[src/rtl/avm_copy_master.sv]
// avm_copy_master: Avalon-MM block copy master, one read then one write per word.
// Optional CHECKSUM output enabled by defining AVM_COPY_CHECKSUM_EN.
module avm_copy_master #(
  parameter int AVM_AVALONMASTER_DATA_WIDTH    = 32,
  parameter int AVM_AVALONMASTER_ADDRESS_WIDTH = 32,
  parameter int LENGTH_WIDTH                   = 16
) (
  input  logic                                      CSI_CLOCK_CLK,
  input  logic                                      CSI_CLOCK_RESET_N,
  input  logic                                      START,
  input  logic [AVM_AVALONMASTER_ADDRESS_WIDTH-1:0] SRC_ADDR,
  input  logic [AVM_AVALONMASTER_ADDRESS_WIDTH-1:0] DST_ADDR,
  input  logic [LENGTH_WIDTH-1:0]                   LENGTH,
  output logic                                      DONE,
  output logic                                      BUSY,
`ifdef AVM_COPY_CHECKSUM_EN
  output logic [AVM_AVALONMASTER_DATA_WIDTH-1:0]    CHECKSUM,
`endif
  output logic [AVM_AVALONMASTER_ADDRESS_WIDTH-1:0] AVM_AVALONMASTER_ADDRESS,
  output logic                                      AVM_AVALONMASTER_READ,
  output logic                                      AVM_AVALONMASTER_WRITE,
  input  logic                                      AVM_AVALONMASTER_WAITREQUEST,
  input  logic [AVM_AVALONMASTER_DATA_WIDTH-1:0]    AVM_AVALONMASTER_READDATA,
  output logic [AVM_AVALONMASTER_DATA_WIDTH-1:0]    AVM_AVALONMASTER_WRITEDATA
);
  localparam int AW = AVM_AVALONMASTER_ADDRESS_WIDTH;
  localparam logic [AW-1:0] STRIDE = AW'(AVM_AVALONMASTER_DATA_WIDTH / 8);
  typedef enum logic [1:0] {IDLE, RD, WR, FIN} state_t;
  state_t state;
  logic [AW-1:0] src, dst;
  logic [LENGTH_WIDTH-1:0] count;
  // WRITEDATA doubles as the data register holding the word in flight
  always_ff @(posedge CSI_CLOCK_CLK) begin
    if (!CSI_CLOCK_RESET_N) begin
      state                      <= IDLE;
      src                        <= '0;
      dst                        <= '0;
      count                      <= '0;
      DONE                       <= 1'b0;
      BUSY                       <= 1'b0;
      AVM_AVALONMASTER_ADDRESS   <= '0;
      AVM_AVALONMASTER_READ      <= 1'b0;
      AVM_AVALONMASTER_WRITE     <= 1'b0;
      AVM_AVALONMASTER_WRITEDATA <= '0;
`ifdef AVM_COPY_CHECKSUM_EN
      CHECKSUM                   <= '0;
`endif
    end else begin
      case (state)
        IDLE: if (START) begin
`ifdef AVM_COPY_CHECKSUM_EN
          CHECKSUM <= '0;
`endif
          if (LENGTH != '0) begin
            state                    <= RD;
            src                      <= SRC_ADDR;
            dst                      <= DST_ADDR;
            count                    <= LENGTH;
            BUSY                     <= 1'b1;
            AVM_AVALONMASTER_READ    <= 1'b1;
            AVM_AVALONMASTER_ADDRESS <= SRC_ADDR;
          end else begin
            state <= FIN;
            DONE  <= 1'b1;
          end
        end
        RD: if (!AVM_AVALONMASTER_WAITREQUEST) begin
          state                      <= WR;
          src                        <= src + STRIDE;
          AVM_AVALONMASTER_WRITEDATA <= AVM_AVALONMASTER_READDATA;
          AVM_AVALONMASTER_READ      <= 1'b0;
          AVM_AVALONMASTER_WRITE     <= 1'b1;
          AVM_AVALONMASTER_ADDRESS   <= dst;
`ifdef AVM_COPY_CHECKSUM_EN
          CHECKSUM                   <= CHECKSUM + AVM_AVALONMASTER_READDATA;
`endif
        end
        WR: if (!AVM_AVALONMASTER_WAITREQUEST) begin
          dst                    <= dst + STRIDE;
          count                  <= count - LENGTH_WIDTH'(1);
          AVM_AVALONMASTER_WRITE <= 1'b0;
          if (count == LENGTH_WIDTH'(1)) begin
            state <= FIN;
            DONE  <= 1'b1;
            BUSY  <= 1'b0;
          end else begin
            state                    <= RD;
            AVM_AVALONMASTER_READ    <= 1'b1;
            AVM_AVALONMASTER_ADDRESS <= src;
          end
        end
        FIN: if (!START) begin
          state <= IDLE;
          DONE  <= 1'b0;
        end
        default: state <= IDLE;
      endcase
    end
  end
endmodule

[config.mk]
export PLATFORM = sky130hd
export DESIGN_NAME = avm_copy_master
export DESIGN_NICKNAME = d
export VERILOG_FILES = /design/src/rtl/avm_copy_master.sv
export SDC_FILE = /design/constraint.sdc
export NUM_CORES = 1
export LEC_CHECK = 0
export CELL_PAD_IN_SITES_DETAIL_PLACEMENT = 0
export CELL_PAD_IN_SITES_GLOBAL_PLACEMENT = 2
export CORE_MARGIN = 4
export CORE_UTILIZATION = 29
export DETAILED_ROUTE_END_ITERATION = 10
export GPL_TIMING_DRIVEN = 0
export HOLD_SLACK_MARGIN = 0.03
export PLACE_DENSITY = 0.89
export RECOVER_POWER = 25
export SLEW_MARGIN = 10
export SYNTH_ARGS = -nofsm -noshare
export SYNTH_HDL_FRONTEND = slang
export SYNTH_SLANG_ARGS = --single-unit
[constraint.sdc]
create_clock -name CSI_CLOCK_CLK -period 2.9 [get_ports CSI_CLOCK_CLK]
set_clock_uncertainty 0.15 [all_clocks]
set_input_delay 0.87 -clock CSI_CLOCK_CLK [delete_from_list [all_inputs] [get_ports CSI_CLOCK_CLK]]
set_output_delay 0.87 -clock CSI_CLOCK_CLK [all_outputs]
set_load 0.02 [all_outputs]
==> impl_metrics.json, run 1 <==
{
  "syn_inst": 1140,
  "dieWidth_um": 180,
  "wl_met2_um": 16900,
  "synth.distinct_cells": 74,
  "io_buffers": 181,
  "path_clk_slew_ns": 0.07,
  "gp_congestion": 0.909,
  "start_kind": "primary input",
  "num_vias": 9810,
  "cts_tree": "built",
  "r2r_start": "state[0]",
  "crit_type": "primary input to flip-flop",
  "drv_cap": 0,
  "min_period_ns": 2.83,
  "cts.sinks": 150,
  "synth_largest_area_cell": "dfxtp_1",
  "r2r_cells": 8,
  "firstDrtPassIters": 5,
  "tightestPinTransition_ns": 0.965,
  "whs_endpoint": "AVM_AVALONMASTER_ADDRESS[31]",
  "dp_hpwl_um": 27700,
  "drive_gt1_frac": 0.0790,
  "r2r_end": "src[8]",
  "drc": 0,
  "r2r_setup_slack_ns": 0.09,
  "highest-signal-layer": "met4",
  "hold_ws_ns": 0.294,
  "wirelength_um": 37600,
  "ir_worst_vdd_mv": 0.459,
  "final_cell_area_sq_mm": 0.0115,
  "die_h_um": 180,
  "pre_cts_slack_ns": -1.02,
  "endpoint_kind": "flip-flop",
  "initial_core_util": 0.296,
  "hold_violations": 0,
  "cp_max_fo": 10,
  "arrival_ns": 3.05,
  "required_ns": 3.12,
  "dpl.cell_count": 1705,
  "fin_ws_ns": 0.0682,
  "power_density_mw_per_mm2": 1020,
  "boundaryPins": 184,
  "clkLatencyLatePin_ns": 0.44,
  "instances_no_fill": 1739,
  "hold_start": "AVM_AVALONMASTER_ADDRESS[31]",
  "p_leak_nw": 4.12,
  "ys_seq_area_frac": 0.351,
  "cts_max_level": 4,
  "whs_path_depth": 2,
  "grt_antenna_before_repair": 0,
  "netlist_area_sq_mm": 0.00855,
  "synth_nets": 1266,
  "synth_top_area_frac": 0.351,
  "ys.flop_type": "dfxtp_1",
  "dieArea_sq_mm": 0.0323,
  "viasPerCell": 5.64,
  "postSynth.asyncResetShare": 0,
  "grt_pass1_wl_um": 57500,
  "cts_root_buf": "clkbuf_16",
  "max_slew_margin": 0.351,
  "yosysWarnings": 0,
  "antennaDiodeCount": 0,
  "period_share": 0.976,
  "holdCritPathClass": "flip-flop to flip-flop",
  "ctsHoldBuffers": 0,
  "nets": 1468,
  "max_freq_mhz": 353,
  "clockBufferDepth": 2,
  "wl_met1_um": 16500,
  "placed_area_sq_mm": 0.0108,
  "wire_per_inst_um": 21.6,
  "setup_violations": 0,
  "grt-ovfl-total": 0,
  "fp-row-count": 62,
  "area_growth_pct": 34.9,
  "cts_buffers": 17,
  "coreArea_sq_mm": 0.0289,
  "track_usage": 0.224,
  "finalMaxSlewViolations": 0,
  "status": "completed",
  "layout_commonest_cell": "nand2_1",
  "routed-wl-met3_um": 3100,
  "drt_iter0_markers": 885,
  "fillers": 3057,
  "avgSynthCellArea_sq_um": 7.50,
  "grt_pass1_vias": 9600,
  "grt_max_degree": 17,
  "synth-seq-cells": 150,
  "final_antenna_net_count": 0,
  "synth_edf_count": 0,
  "synth_area_leaders": "dfxtp_1 35%, a21oi_1 9.3%, nand2_1 8.1%",
  "mostFrequentLayoutCells": "184 x nand2_1, 158 x a21oi_1, 150 x dfxtp_1"
}
state kept, by name, indices dropped and copies added, names as in the netlist, 2 cells and up:
name	cells
AVM_AVALONMASTER_ADDRESS	32
AVM_AVALONMASTER_WRITEDATA	32
count	16
state	2
dst	32
src	32
per-stage QoR:
stage	util	power (mW)	setup TNS, ns
6_report	0.399	11.8	0
5_1_grt	0.399	12.5	-0.00354
4_1_cts	0.397	11.8	0
3_5_place_dp	0.376	9.40	-96.50
3_3_place_gp	0.376	9.36	-97.38
2_1_floorplan	-	7.02	0
cell families after synthesis:
| logic type | count (synthesis) | synth area share |
|---|---|---|
| fa+ha+maj | 10 | 0.0146 |
| compound gates | 396 | 0.294 |
| buf+inv | 120 | 0.0580 |
| mux | 8 | 0.00966 |
| simple gates | 456 | 0.272 |
| flops | 150 | 0.351 |
cell type report:
class                      count  area [sq um]  area share
multi-input combinational    870          5100       0.442
clock inverter                15           168      0.0145
timing repair buffer         183          1840       0.160
inverter                      19          75.1     0.00651
tap                          384           480      0.0417
sequential                   150          3000       0.261
buffer                       101           438      0.0380
clock buffer                  17           425      0.0369
worst max-delay path by stage:
stage / to / depth (start not counted) / from
6_report: AVM_AVALONMASTER_ADDRESS[29] / 8 / LENGTH[3]
4_1_cts: count[3] / 8 / state[0]
3_5_place_dp: src[29] / 8 / LENGTH[3]
3_3_place_gp: src[29] / 8 / LENGTH[3]
2_1_floorplan: count[15] / 7 / LENGTH[3]
5_1_grt: src[8] / 8 / state[0]
report_power, final:
part / switching, mW / internal, mW / total, mW
registers: 0.728 / 2.75 / 3.48
clock network: 1.03 / 1.29 / 2.32
logic: 3.84 / 2.15 / 5.99
worst max-delay path, stage by stage:
cell and delay [ns]:
clkdlybuf4s50_1 0.48, nor4_4 0.39, and4_2 0.43, a211oi_4 0.10, buf_12 0.15, and2_2 0.27
buf_2 0.21, o21ai_1 0.15
timing repair:
item                       CTS  global route
gates cloned                 0             0
setup buffers                1             1
gates resized for setup      7            20
setup endpoints to repair  143           109
pin swaps                    1             1
cell usage after synthesis (all sizes together) (7+ instances only):
library cell	n
a21oi	158
nor3	20
a21o	9
and3	9
a211oi	10
nor2	86
o21ai	77
inv	18
ha	10
nand3	23
nand2	184
buf	31
o2bb2ai	11
nand4	63
a22oi	34
nand2b	7
nor4	21
a31oi	14
nor2b	7
dfxtp	150
clkbuf	70
nand4b	7
o32ai	19
o221a	8
layer usage:
| metal | track usage | vias up |
|---|---|---|
| met5 | 0 | - |
| met2 | 0.354 | 456 |
| met4 | 0.0713 | 0 |
| met3 | 0.0554 | 73 |
| met1 | 0.301 | 4665 |
| li1 | - | 4616 |
No activity file was read; power rests on OpenSTA's default activity.
==> run 2: changes to the inputs <==
--- a/config.mk
+++ b/config.mk
@@ -9,6 +9,7 @@
 export CELL_PAD_IN_SITES_GLOBAL_PLACEMENT = 2
 export CORE_MARGIN = 4
 export CORE_UTILIZATION = 29
+export CTS_CLUSTER_SIZE = 25
 export DETAILED_ROUTE_END_ITERATION = 10
 export GPL_TIMING_DRIVEN = 0
 export HOLD_SLACK_MARGIN = 0.03
==> results of run 2 <==
The final DEF is identical to that of run 1; final timing and power are the same.
==> run 3: changes to the inputs <==
--- a/config.mk
+++ b/config.mk
@@ -7,7 +7,6 @@
 export LEC_CHECK = 0
 export CELL_PAD_IN_SITES_DETAIL_PLACEMENT = 0
 export CELL_PAD_IN_SITES_GLOBAL_PLACEMENT = 2
-export CORE_MARGIN = 4
 export CORE_UTILIZATION = 29
 export CTS_CLUSTER_SIZE = 25
 export DETAILED_ROUTE_END_ITERATION = 10
@@ -15,7 +14,7 @@
 export HOLD_SLACK_MARGIN = 0.03
 export PLACE_DENSITY = 0.89
 export RECOVER_POWER = 25
-export SLEW_MARGIN = 10
+export SLEW_MARGIN = 0
 export SYNTH_ARGS = -nofsm -noshare
 export SYNTH_HDL_FRONTEND = slang
 export SYNTH_SLANG_ARGS = --single-unit
==> impl_metrics.json, run 3 (same netlist as run 1, synthesis figures left out) <==
{
  "status": "completed",
  "start_kind": "primary input",
  "gp_congestion": 0.915,
  "cts_tree": "built",
  "grt_pass1_vias": 9320,
  "max_slew_margin": 0.337,
  "final_antenna_net_count": 0,
  "arrival_ns": 3.01,
  "viasPerCell": 5.65,
  "setup_violations": 0,
  "drc": 0,
  "num_vias": 9833,
  "area_growth_pct": 34.6,
  "nets": 1468,
  "r2r_cells": 7,
  "period_share": 0.971,
  "path_clk_slew_ns": 0.07,
  "tightestPinTransition_ns": 0.985,
  "drive_gt1_frac": 0.0790,
  "drv_cap": 0,
  "drt_iter0_markers": 1025,
  "cp_max_fo": 10,
  "firstDrtPassIters": 5,
  "wire_per_inst_um": 21.3,
  "coreArea_sq_mm": 0.0289,
  "p_leak_nw": 4.11,
  "dieWidth_um": 174,
  "cts_max_level": 4,
  "power_density_mw_per_mm2": 1020,
  "io_buffers": 181,
  "endpoint_kind": "flip-flop",
  "grt-ovfl-total": 0,
  "cts_buffers": 17,
  "mostFrequentLayoutCells": "184 x nand2_1, 158 x a21oi_1, 150 x dfxtp_1",
  "min_period_ns": 2.82,
  "boundaryPins": 184,
  "holdCritPathClass": "flip-flop to flip-flop",
  "dieArea_sq_mm": 0.0302,
  "finalMaxSlewViolations": 0,
  "fin_ws_ns": 0.0834,
  "grt_antenna_before_repair": 0,
  "rsz0062_at_grt": "false",
  "required_ns": 3.10,
  "finalPower_mw": 11.7,
  "dp_hpwl_um": 27400,
  "grt_max_degree": 17,
  "cts_root_buf": "clkbuf_16",
  "die_h_um": 174,
  "wirelength_um": 37000,
  "whs_path_depth": 2,
  "track_usage": 0.242,
  "antennaDiodeCount": 0,
  "ir_worst_vdd_mv": 0.451,
  "clockBufferDepth": 2,
  "grt_pass1_wl_um": 56000,
  "layout_commonest_cell": "nand2_1",
  "clkLatencyLatePin_ns": 0.44,
  "initial_core_util": 0.296,
  "max_freq_mhz": 355,
  "fp-row-count": 62,
  "cts.sinks": 150,
  "pre_cts_slack_ns": -1.11,
  "ctsHoldBuffers": 0,
  "crit_type": "primary input to flip-flop",
  "hold_violations": 0
}
==> run 3: cell types whose count changed in the layout (fill, tap and decap cells not counted), moves of 2 or more <==
cell and delta:
clkbuf_1 -3, clkbuf_2 +2, clkinv_2 -2, o21ai_2 -2
==> run 3: worst paths after layout <==
path                                      from  slack (ns)                      endpoint
setup / recovery                     LENGTH[6]        0.08                       dst[26]
hold reg to reg   AVM_AVALONMASTER_ADDRESS[31]        0.29  AVM_AVALONMASTER_ADDRESS[31]
setup reg to reg                      state[0]        0.15                       dst[26]
hold / removal    AVM_AVALONMASTER_ADDRESS[31]        0.29  AVM_AVALONMASTER_ADDRESS[31]
==> run 3: final cells by class <==
type | count | area [sq um]
multi-input combinational | 870 | 5100
fill | 3092 | 17400
inverter | 19 | 71.3
sequential | 150 | 3000
clock inverter | 15 | 156
timing repair buffer | 183 | 1830
tap | 384 | 480
buffer | 101 | 440
clock buffer | 17 | 425
==> run 3: what timing repair did <==
action,CTS,global route
buffers inserted,2,0
endpoints found under the setup margin,144,88
pin swaps,1,2
resized for setup,8,24
==> run 3: critical path, cell delays in order <==
cell and delay [ns]:
clkdlybuf4s50_1 0.44, nor4_1 0.42, nand4_1 0.15, buf_4 0.21, o21ai_1 0.17, buf_4 0.24, buf_2 0.28, a21oi_1 0.09
o32ai_2 0.14
==> run 3: through the flow <==
stage | hold slack (ns) | util | TNS, ns | std cells | cell area (sq um)
after floorplan | 0.279 | - | 0 | 1140 | 8550
after global placement | 0.291 | 0.376 | -100.32 | 1705 | 10800
after detailed placement | 0.291 | 0.376 | -102.30 | 1705 | 10800
after CTS | 0.301 | 0.397 | 0 | 1739 | 11500
after global routing | 0.321 | 0.399 | 0 | 1739 | 11500
final | 0.294 | 0.399 | 0 | 1739 | 11500
==> run 3: report_power, final <==
part | internal (mW) | total (mW) | switching, mW
Combinational | 2.12 | 5.92 | 3.80
Clock | 1.22 | 2.29 | 1.07
Sequential | 2.75 | 3.48 | 0.733
Total | 6.09 | 11.7 | 5.60
==> run 3: routing by layer <==
| layer | up-vias | share of wire | global-route usage |
|---|---|---|---|
| li1 | 4611 | - | - |
| met1 | 4685 | 0.43 | 0.326 |
| met2 | 473 | 0.46 | 0.389 |
| met3 | 64 | 0.085 | 0.0395 |
| met4 | 0 | 0.028 | 0.0895 |
| met5 | - | 0 | 0 |
